--- src/rtl/fft_butterfly_stage.sv ---
// fft_butterfly_stage: radix-2 DIT butterfly back end, rounds/saturates W*b to Q1.15, emits a+Wb / a-Wb.
// Define FFT_BFLY_ROUND_EN for round-half-up; without it every rounding step truncates.
module fft_butterfly_stage #(
    parameter int MULT_LAT       = 1,
    parameter int BFLY_PER_FRAME = 32,
    parameter int CNT_W          = 5
) (
    input  logic        clk,
    input  logic        reset,
    input  logic        in_valid,
    input  logic [31:0] a_data,
    input  logic [63:0] prod,
    input  logic        scale_en,
    output logic        out_valid,
    output logic [31:0] x0,
    output logic [31:0] x1,
    output logic        frame_done,
    output logic        ovf_frame
);
`ifdef FFT_BFLY_ROUND_EN
    localparam logic RND = 1'b1;
`else
    localparam logic RND = 1'b0;
`endif
    typedef enum logic {IDLE, RUN} state_t;
    state_t r_state, w_state_nxt;
    logic [CNT_W-1:0] r_cnt;
    logic r_scale, w_last, w_scale;
    logic [34:0] r_dl [MULT_LAT];
    logic [34:0] w_al;
    logic r_vr, r_lr, r_sr, r_satr, r_sticky, w_sat;
    logic [15:0] r_pr, r_pi, r_ar, r_ai;
    logic [16:0] w_pr, w_pi, w_sr, w_si, w_dr, w_di;

    // Results are {saturated, value}
    function automatic logic [16:0] sat16(input logic signed [32:0] s);
        return (s > 33'sd32767) ? {1'b1, 16'h7FFF} : (s < -33'sd32768) ? {1'b1, 16'h8000} : {1'b0, s[15:0]};
    endfunction

    function automatic logic [16:0] rnd_sat(input logic [31:0] p);
        return sat16(($signed({p[31], p}) + $signed({18'd0, RND, 14'd0})) >>> 15);
    endfunction

    function automatic logic [16:0] bfly(input logic [15:0] a, input logic [15:0] b, input logic sub, input logic scl);
        logic signed [17:0] v;
        v = sub ? 18'($signed(a)) - 18'($signed(b)) : 18'($signed(a)) + 18'($signed(b));
        return sat16(33'(scl ? (v + $signed({17'd0, RND})) >>> 1 : v));
    endfunction

    always_ff @(posedge clk) begin
        if (reset) r_state <= IDLE;
        else       r_state <= w_state_nxt;
    end

    always_comb begin
        w_state_nxt = in_valid ? (w_last ? IDLE : RUN) : r_state;
    end

    always_comb begin
        w_last  = r_cnt == CNT_W'(BFLY_PER_FRAME - 1);
        w_scale = (r_state == IDLE) ? scale_en : r_scale;
    end

    // Scale and last-of-frame travel with each sample so overlapping frames keep their own settings
    always_ff @(posedge clk) begin
        if (reset) begin
            r_cnt   <= '0;
            r_scale <= 1'b0;
            for (int i = 0; i < MULT_LAT; i++) r_dl[i] <= '0;
        end else begin
            if (in_valid) r_cnt <= w_last ? '0 : r_cnt + CNT_W'(1);
            if (in_valid && r_state == IDLE) r_scale <= scale_en;
            r_dl[0] <= {in_valid, in_valid & w_last, w_scale, a_data};
            for (int i = 1; i < MULT_LAT; i++) r_dl[i] <= r_dl[i-1];
        end
    end

    assign w_al = r_dl[MULT_LAT-1];
    assign w_pr = rnd_sat(prod[63:32]);
    assign w_pi = rnd_sat(prod[31:0]);

    always_ff @(posedge clk) begin
        if (reset) begin
            r_vr   <= 1'b0;
            r_lr   <= 1'b0;
            r_sr   <= 1'b0;
            r_satr <= 1'b0;
            r_pr   <= '0;
            r_pi   <= '0;
            r_ar   <= '0;
            r_ai   <= '0;
        end else begin
            r_vr <= w_al[34];
            if (w_al[34]) begin
                r_lr   <= w_al[33];
                r_sr   <= w_al[32];
                r_ar   <= w_al[31:16];
                r_ai   <= w_al[15:0];
                r_pr   <= w_pr[15:0];
                r_pi   <= w_pi[15:0];
                r_satr <= w_pr[16] | w_pi[16];
            end
        end
    end

    assign w_sr  = bfly(r_ar, r_pr, 1'b0, r_sr);
    assign w_si  = bfly(r_ai, r_pi, 1'b0, r_sr);
    assign w_dr  = bfly(r_ar, r_pr, 1'b1, r_sr);
    assign w_di  = bfly(r_ai, r_pi, 1'b1, r_sr);
    assign w_sat = r_satr | w_sr[16] | w_si[16] | w_dr[16] | w_di[16];

    always_ff @(posedge clk) begin
        if (reset) begin
            out_valid  <= 1'b0;
            frame_done <= 1'b0;
            ovf_frame  <= 1'b0;
            r_sticky   <= 1'b0;
            x0         <= '0;
            x1         <= '0;
        end else begin
            out_valid  <= r_vr;
            frame_done <= r_vr & r_lr;
            if (r_vr) begin
                x0        <= {w_sr[15:0], w_si[15:0]};
                x1        <= {w_dr[15:0], w_di[15:0]};
                ovf_frame <= r_lr ? r_sticky | w_sat : ovf_frame;
                r_sticky  <= r_lr ? 1'b0 : r_sticky | w_sat;
            end
        end
    end
endmodule

--- config.mk ---
export PLATFORM = sky130hd
export DESIGN_NAME = fft_butterfly_stage
export DESIGN_NICKNAME = d
export VERILOG_FILES = /design/src/rtl/fft_butterfly_stage.sv
export SDC_FILE = /design/constraint.sdc
export NUM_CORES = 1
export LEC_CHECK = 0
export BUFFER_PORTS_ARGS = -buffer_cell sky130_fd_sc_hd__buf_2
export CAP_MARGIN = 5
export CORE_ASPECT_RATIO = 0.6
export CORE_MARGIN = 2
export CORE_UTILIZATION = 25
export DETAILED_ROUTE_END_ITERATION = 7
export GPL_ROUTABILITY_DRIVEN = 0
export PLACE_DENSITY = 0.54
export SKIP_CTS_REPAIR_TIMING = 1
export SKIP_LAST_GASP = 1
export SYNTH_ARGS = -nofsm -noshare
export SYNTH_HDL_FRONTEND = slang
export SYNTH_SLANG_ARGS = --single-unit
--- constraint.sdc ---
create_clock -name clk -period 9.6 [get_ports clk]
set_input_delay 1.92 -clock clk [delete_from_list [all_inputs] [get_ports clk]]
set_output_delay 1.92 -clock clk [all_outputs]
set_load 0.02 [all_outputs]
# ---- Yosys cells after proc, flatten, opt, wreduce, memory -nomap -nowiden
# Memories as Yosys holds them, arrays and structs flattened.
# Cells that the tools add are included.
dict set report totals {
  regBits 143
  mem_bits_rw 35
  in_bits 100
  out_inout_bits 67
  wordCells 73
  memories 1
}
# memory words width rd rd_clocked_by_memory_dff write_ports line_no
set memory_table {}
lappend memory_table {r_dl 1 35 1 0 1 29} ;# logic [34:0] r_dl [MULT_LAT];
dict set report classes {
  n_addsub 5
  n_lt_le_gt_ge 12
  n_eq_ne 1
  muxes 25
  bitwise_logic 9
  n_reduce_logical 3
}
# cell count
set op_table {}
lappend op_table {{$mux W17} 12}
lappend op_table {{$gt A17 B16 Y1 const B} 6}
lappend op_table {{$lt A17 B16 Y1 const B} 6}
lappend op_table {{$mux W16} 4}
lappend op_table {{$mux W35} 1}
lappend op_table {{$reduce_or A35 Y1} 1}
lappend op_table {{$add A16 B16 Y17} 2}
lappend op_table {{$sub A16 B16 Y17} 2}
lappend op_table {{$mux W1} 7}
lappend op_table {{$or A1 B1 Y1} 6}
lappend op_table {{$add A5 B1 Y5 const B} 1}
lappend op_table {{$eq A5 B5 Y1 const B} 1}
lappend op_table {{$mux W5} 1}
lappend op_table {{$and A1 B1 Y1} 2}
lappend op_table {{$reduce_and A2 Y1} 1}
lappend op_table {{$logic_and A1 B1 Y1} 1}
lappend op_table {{$not A1 Y1} 1}

# ---- Longest topological paths before layout
dict set report logic_depth {
  word_depth 11
  mapped_depth 14
  depth_no_buf 12
}

# ---- Worst setup path after synthesis
# OpenSTA, ideal clock, no wires.
dict set report synth_path {
  kind {reg2reg}
  start {register r_pi[1]}
  end {register x1[10]}
  setup_ns 0.091
  arrival_ns 2.964
  required_time_ns 9.509
  setup_slack_ns 6.545
  stages_incl_launch_ff 13
  n_path_buf 1
  synth_period_minus_slack_ns 3.055
  path_cell_list {dfxtp_1 inv_1 ha_1 nor2b_1 o31a_1 o41a_1 a211o_1 a21oi_1 xnor2_1 nand2b_1 clkbuf_1 nand3_1 a311oi_1}
}
dict set report synth_between {
  elab_chain_cells 5
  elab_cells_between_ends 6
  classes_between {1 x add/sub; 2 x order compare; 3 x mux}
}
# element line_no
set synth_lines {}
lappend synth_lines {{start: declaration} 32} ;# logic [15:0] r_pr, r_pi, r_ar, r_ai;
lappend synth_lines {{start signal: assignment} 100} ;# r_pi <= w_pi[15:0];
lappend synth_lines {{$sub A16 B16 Y17 *} 46} ;# v = sub ? 18'($signed(a)) - 18'($signed(b)) : 18'($signed(a)) + 18'($signed(b));
lappend synth_lines {{$mux W16} 47} ;# return sat16(33'(scl ? (v + $signed({17'd0, RND})) >>> 1 : v));
lappend synth_lines {{$lt A17 B16 Y1} 37} ;# return (s > 33'sd32767) ? {1'b1, 16'h7FFF} : (s < -33'sd32768) ? {1'b1, 16'h8000} : {1'b0, s[15:0]};
lappend synth_lines {{$mux W17} 37}
lappend synth_lines {{$mux W17 *} 37}
lappend synth_lines {{end signal: assignment} 125} ;# x1 <= {w_dr[15:0], w_di[15:0]};
lappend synth_lines {{end: declaration} 16} ;# output logic [31:0] x1,
# Mark *: on every way between the ends. The rest lies on a longest branch, timed or not.
# A chain may end at the register's enable or synchronous reset.

# ---- Final worst setup path
dict set report layout_path {
  start {register r_pr[1]}
  end {register x0[18]}
}
dict set report layout_between {
  elab_chain_cells 5
  elab_cells_between_ends 6
  classes_between {1 x add/sub; 2 x order compare; 3 x mux}
}
# element line_no
set layout_lines {}
lappend layout_lines {{start: declaration} 32}
lappend layout_lines {{start signal: assignment} 99} ;# r_pr <= w_pr[15:0];
lappend layout_lines {{$add A16 B16 Y17 *} --}
lappend layout_lines {{$mux W16} 47}
lappend layout_lines {{$lt A17 B16 Y1} 37}
lappend layout_lines {{$mux W17} 37}
lappend layout_lines {{$mux W17 *} 37}
lappend layout_lines {{end signal: assignment} 124} ;# x0 <= {w_sr[15:0], w_si[15:0]};
lappend layout_lines {{end: declaration} 15} ;# output logic [31:0] x0,
# Marks and branches as above.

==> flow_metrics.env <==
export IMPL_cts_num_sinks=178
export IMPL_grt_pass1_wl_mm=47.5
export IMPL_placement_setup_worst_slack_ns=5.75
export IMPL_totalWireLength_mm=31.4
export IMPL_max_cap_violations=0
export IMPL_ys_warn_count=0
export IMPL_synth_fp_nets=1411
export IMPL_final_period_utilization_pct=40.8
export IMPL_initial_antenna_violation_count=11
export IMPL_final_fill_count=4349
export IMPL_design_area_um2=11800
export IMPL_worstPathCellList="inv_1 -> ha_1 -> nand2b_1 -> a21oi_1 -> o21bai_1 -> a211oi_1 -> a21oi_1 -> o221ai_1 -> xnor2_2 -> a21boi_1 -> a211oi_1"
export IMPL_synth_largest_type_area_fraction_pct=35.1
export IMPL_ys_dominant_reg_cell="sky130_fd_sc_hd__dfxtp_1"
export IMPL_total_power_w=0.00201
export IMPL_transition_time_of_the_tightest_slew_check_pin_ns=1.09
export IMPL_drt_iter0_drc=836
export IMPL_static_leakage_power_nw=5.02
export IMPL_layout_area_overhead_vs_synth_pct=16.6
export IMPL_critical_path_max_stage_delay_ns=0.89
export IMPL_ctsLongestPathBuffers=2
export IMPL_criticalPathCategory="flop to flop"
export IMPL_result_of_the_run="complete, no violations"
export IMPL_crit_slowest_cell="sky130_fd_sc_hd__a21boi_1"
export IMPL_dp_hpwl_mm=24.6
export IMPL_grt_setup_unrepaired="no"
export IMPL_syn_mean_instance_area_um2=8.18
export IMPL_number_of_pins_exceeding_their_max_slew_limit_in_the_final_report=0
export IMPL_core_area_um2=40200
export IMPL_yosys_register_bits=178
export IMPL_h_tree_depth=4
export IMPL_vdd_drop_max_uv=128
export IMPL_core_rowCount=57
export IMPL_synth_cell_types=84
export IMPL_maxClockFrequency_ghz=0.255
export IMPL_drt_first_pass_iters=7
export IMPL_seq_area_frac_synth_pct=35.1
export IMPL_min_period_ns=3.92
export IMPL_initial_utilization_pct=25.2
export IMPL_post_route_worst_setup_slack_ns=5.68
export IMPL_synth_edff_count=0
export IMPL_die_height_um=160
export IMPL_layout_area_seq_um2=3570
export IMPL_die_width_um=264
export IMPL_ys_async_sr_fraction_pct=0
export IMPL_routedWlPerCell_um=16.8
export IMPL_worst_hold_path_type="flop to flop"
export IMPL_dieArea_um2=42300
export IMPL_clock_skews_ns=0.0156
export IMPL_multiInputGateArea_um2=6000
export IMPL_finalHoldViolations=0
export IMPL_cell_accounting_for_the_most_synthesized_area="sky130_fd_sc_hd__dfxtp_1"
export IMPL_post_route_drc_count=0
export IMPL_globalRouteTotalUtil_pct=14.6
export IMPL_drtAntennaViolNets=0
export IMPL_layout_drive_gt1_share_pct=15.3
export IMPL_globalRouteOverflowTotal=0
export IMPL_critPathCaptureType="flop"
export IMPL_cts_root_buf="sky130_fd_sc_hd__clkbuf_16"
export IMPL_crit_path_max_fanout=17
export IMPL_via_count_of_the_first_global_routing_pass=7970
export IMPL_cell_area_synth_um2=10100
export IMPL_io_pins=167
export IMPL_placed_area_um2=11200
export IMPL_setup_worst_path_start_class="flop"
export IMPL_via_per_inst=4.78
export IMPL_report_final_setup_viol=0
export IMPL_worstPathArrival_ns=4.19
export IMPL_numCtsBuffers=17
export IMPL_portBuffers=136
export IMPL_worstPathRequired_ns=9.87
export IMPL_netlist_instances=1241
export IMPL_critPathTopFamily="compound AO/OA/AOI/OAI gates"
export IMPL_clock_tree_from_tritoncts="done"
export IMPL_cts_clk_slew_worst_paths_ns=0.08
export IMPL_p_per_area_nw_per_um2=170
export IMPL_slew_headroom_pct=27.3
export IMPL_ys_top_cells_by_area="sky130_fd_sc_hd__dfxtp_1 (35%), sky130_fd_sc_hd__ha_1 (8.1%), sky130_fd_sc_hd__nor2_1 (7.5%), sky130_fd_sc_hd__mux2i_1 (4.5%), sky130_fd_sc_hd__a21oi_1 (4.5%)"
export IMPL_setup_total_negative_slack_ns=0
export IMPL_crit_path_buffers_inverters=1
export IMPL_nNetsFinal=1489
export IMPL_utilization_pct=29.4
export IMPL_route_vias_total=8921
export IMPL_grt_max_degree=112
export IMPL_clk_insertion_delay_late_ns=0.45
## synth_stat cells, types with 4 or more instances
cell                        instances
sky130_fd_sc_hd__nor2_1           202
sky130_fd_sc_hd__dfxtp_1          178
sky130_fd_sc_hd__a21oi_1           91
sky130_fd_sc_hd__inv_1             67
sky130_fd_sc_hd__ha_1              66
sky130_fd_sc_hd__clkbuf_1          61
sky130_fd_sc_hd__o21ai_0           55
sky130_fd_sc_hd__nor2b_1           51
sky130_fd_sc_hd__nor3_1            51
sky130_fd_sc_hd__a211oi_1          50
sky130_fd_sc_hd__nand2_1           49
sky130_fd_sc_hd__mux2i_1           46
sky130_fd_sc_hd__xnor2_1           37
sky130_fd_sc_hd__nand2b_1          19
sky130_fd_sc_hd__a21o_1            12
sky130_fd_sc_hd__and2_1            10
sky130_fd_sc_hd__xor2_1            10
sky130_fd_sc_hd__buf_2              9
sky130_fd_sc_hd__o21a_1             9
sky130_fd_sc_hd__a31oi_1            8
sky130_fd_sc_hd__buf_1              8
sky130_fd_sc_hd__nand3_1            8
sky130_fd_sc_hd__o211ai_1           8
sky130_fd_sc_hd__o21bai_1           8
sky130_fd_sc_hd__o221ai_1           8
sky130_fd_sc_hd__a2bb2oi_1          6
sky130_fd_sc_hd__o21ai_1            6
sky130_fd_sc_hd__o22ai_1            6
sky130_fd_sc_hd__a221oi_1           5
sky130_fd_sc_hd__a311oi_1           5
sky130_fd_sc_hd__or2_2              5
sky130_fd_sc_hd__and3_1             4
sky130_fd_sc_hd__fa_1               4
sky130_fd_sc_hd__nor4_1             4
sky130_fd_sc_hd__o31a_1             4
sky130_fd_sc_hd__or3_1              4
## layer usage
metal  global-route usage, %  up-vias  share of wire, %
met2                    17.5      252                35
met4                    4.31       14               1.8
met1                    23.6     4139                55
li1                        -     4475                 -
met3                    4.33       41               7.8
met5                       0        -              0.29
## path summary, 6_finish.rpt
| path | from | end | slack, ns | cells after the start |
|---|---|---|---|---|
| worst max register to register | r_pr[1]$_SDFFE_PP0P_ | x0[18]$_SDFFE_PP0P_ | 5.68 | 11 |
| worst min register to register | r_dl[0][21]$_SDFF_PP0_ | r_ar[5]$_SDFFE_PP0P_ | 0.46 | 2 |
| worst max-delay path | r_pr[1]$_SDFFE_PP0P_ | x0[18]$_SDFFE_PP0P_ | 5.68 | 11 |
| worst min-delay path | r_dl[0][21]$_SDFF_PP0_ | r_ar[5]$_SDFFE_PP0P_ | 0.46 | 2 |
## cell type report
| cell class | instances | share of cell area (%) |
|---|---|---|
| Inverter | 68 | 2.16 |
| Sequential cell | 178 | 30.2 |
| Antenna cell | 3 | 0.0635 |
| Clock inverter | 15 | 1.62 |
| Clock buffer | 17 | 3.60 |
| Tap cell | 531 | 5.62 |
| Multi-Input combinational cell | 913 | 50.7 |
| Timing Repair Buffer | 141 | 6.12 |
## registers in the layout, summed over array words and instances, names as in the netlist, 5 cells and up
name and cells:
r_pi 16, r_ai 16, x1 32, r_cnt 5, x0 32, r_ar 16
r_pr 16, r_dl 35
## worst reg2reg max path, delay by kind of cell, from the launching register on
kind	cells	cell delay, ns
simple gates	1	0.14
fa+ha+maj	1	0.31
xor+xnor	1	0.29
compound gates	7	2.45
buf+inv	1	0.12
flops	1	0.43
## placed cells by master, fill, tap and decap left out, types with 6 or more instances in the layout
master                      Yosys  routed
sky130_fd_sc_hd__o22ai_1        6       6
sky130_fd_sc_hd__a21o_1        12      12
sky130_fd_sc_hd__a2bb2oi_1      6       6
sky130_fd_sc_hd__nor2b_1       51      51
sky130_fd_sc_hd__xnor2_1       37      37
sky130_fd_sc_hd__o211ai_1       8       8
sky130_fd_sc_hd__o221ai_1       8       8
sky130_fd_sc_hd__a21oi_1       91      91
sky130_fd_sc_hd__inv_1         67      67
sky130_fd_sc_hd__nand2_1       49      49
sky130_fd_sc_hd__nor2_1       202     202
sky130_fd_sc_hd__xor2_1        10      10
sky130_fd_sc_hd__o21ai_0       55      55
sky130_fd_sc_hd__clkbuf_16      0      17
sky130_fd_sc_hd__ha_1          66      66
sky130_fd_sc_hd__nand3_1        8       8
sky130_fd_sc_hd__nand2b_1      19      19
sky130_fd_sc_hd__dfxtp_1      178     175
sky130_fd_sc_hd__o21bai_1       8       8
sky130_fd_sc_hd__a31oi_1        8       8
sky130_fd_sc_hd__a211oi_1      50      50
sky130_fd_sc_hd__nor3_1        51      51
sky130_fd_sc_hd__and2_1        10      10
sky130_fd_sc_hd__buf_2          9     135
sky130_fd_sc_hd__o21ai_1        6       6
sky130_fd_sc_hd__o21a_1         9       9
sky130_fd_sc_hd__mux2i_1       46      46
## power by group
group	leakage [nW]	total, W	switching, W	internal (W)
clock network	0.298	0.000729	0.000352	0.000377
registers	1.46	0.000805	0.0000270	0.000778
logic	3.26	0.000480	0.000305	0.000175
total	5.02	0.00201	0.000684	0.00133
## per-stage QoR
step | cells | hold slack [ns]
after floorplan | 1241 | 0.441
after global placement | 1831 | 0.450
after detailed placement | 1831 | 0.455
after CTS | 1863 | 0.467
after global routing | 1864 | 0.481
final | 1866 | 0.460
## cells by family after synthesis
logic type / count (synthesis) / synth area share, %
simple gates: 423 / 19.6
compound gates: 325 / 21.7
flops: 178 / 35.1
buf+inv: 150 / 5.82
fa+ha+maj: 71 / 9.02
xor+xnor: 48 / 4.22
mux: 46 / 4.54
No activity file was read; power rests on OpenSTA's default activity.
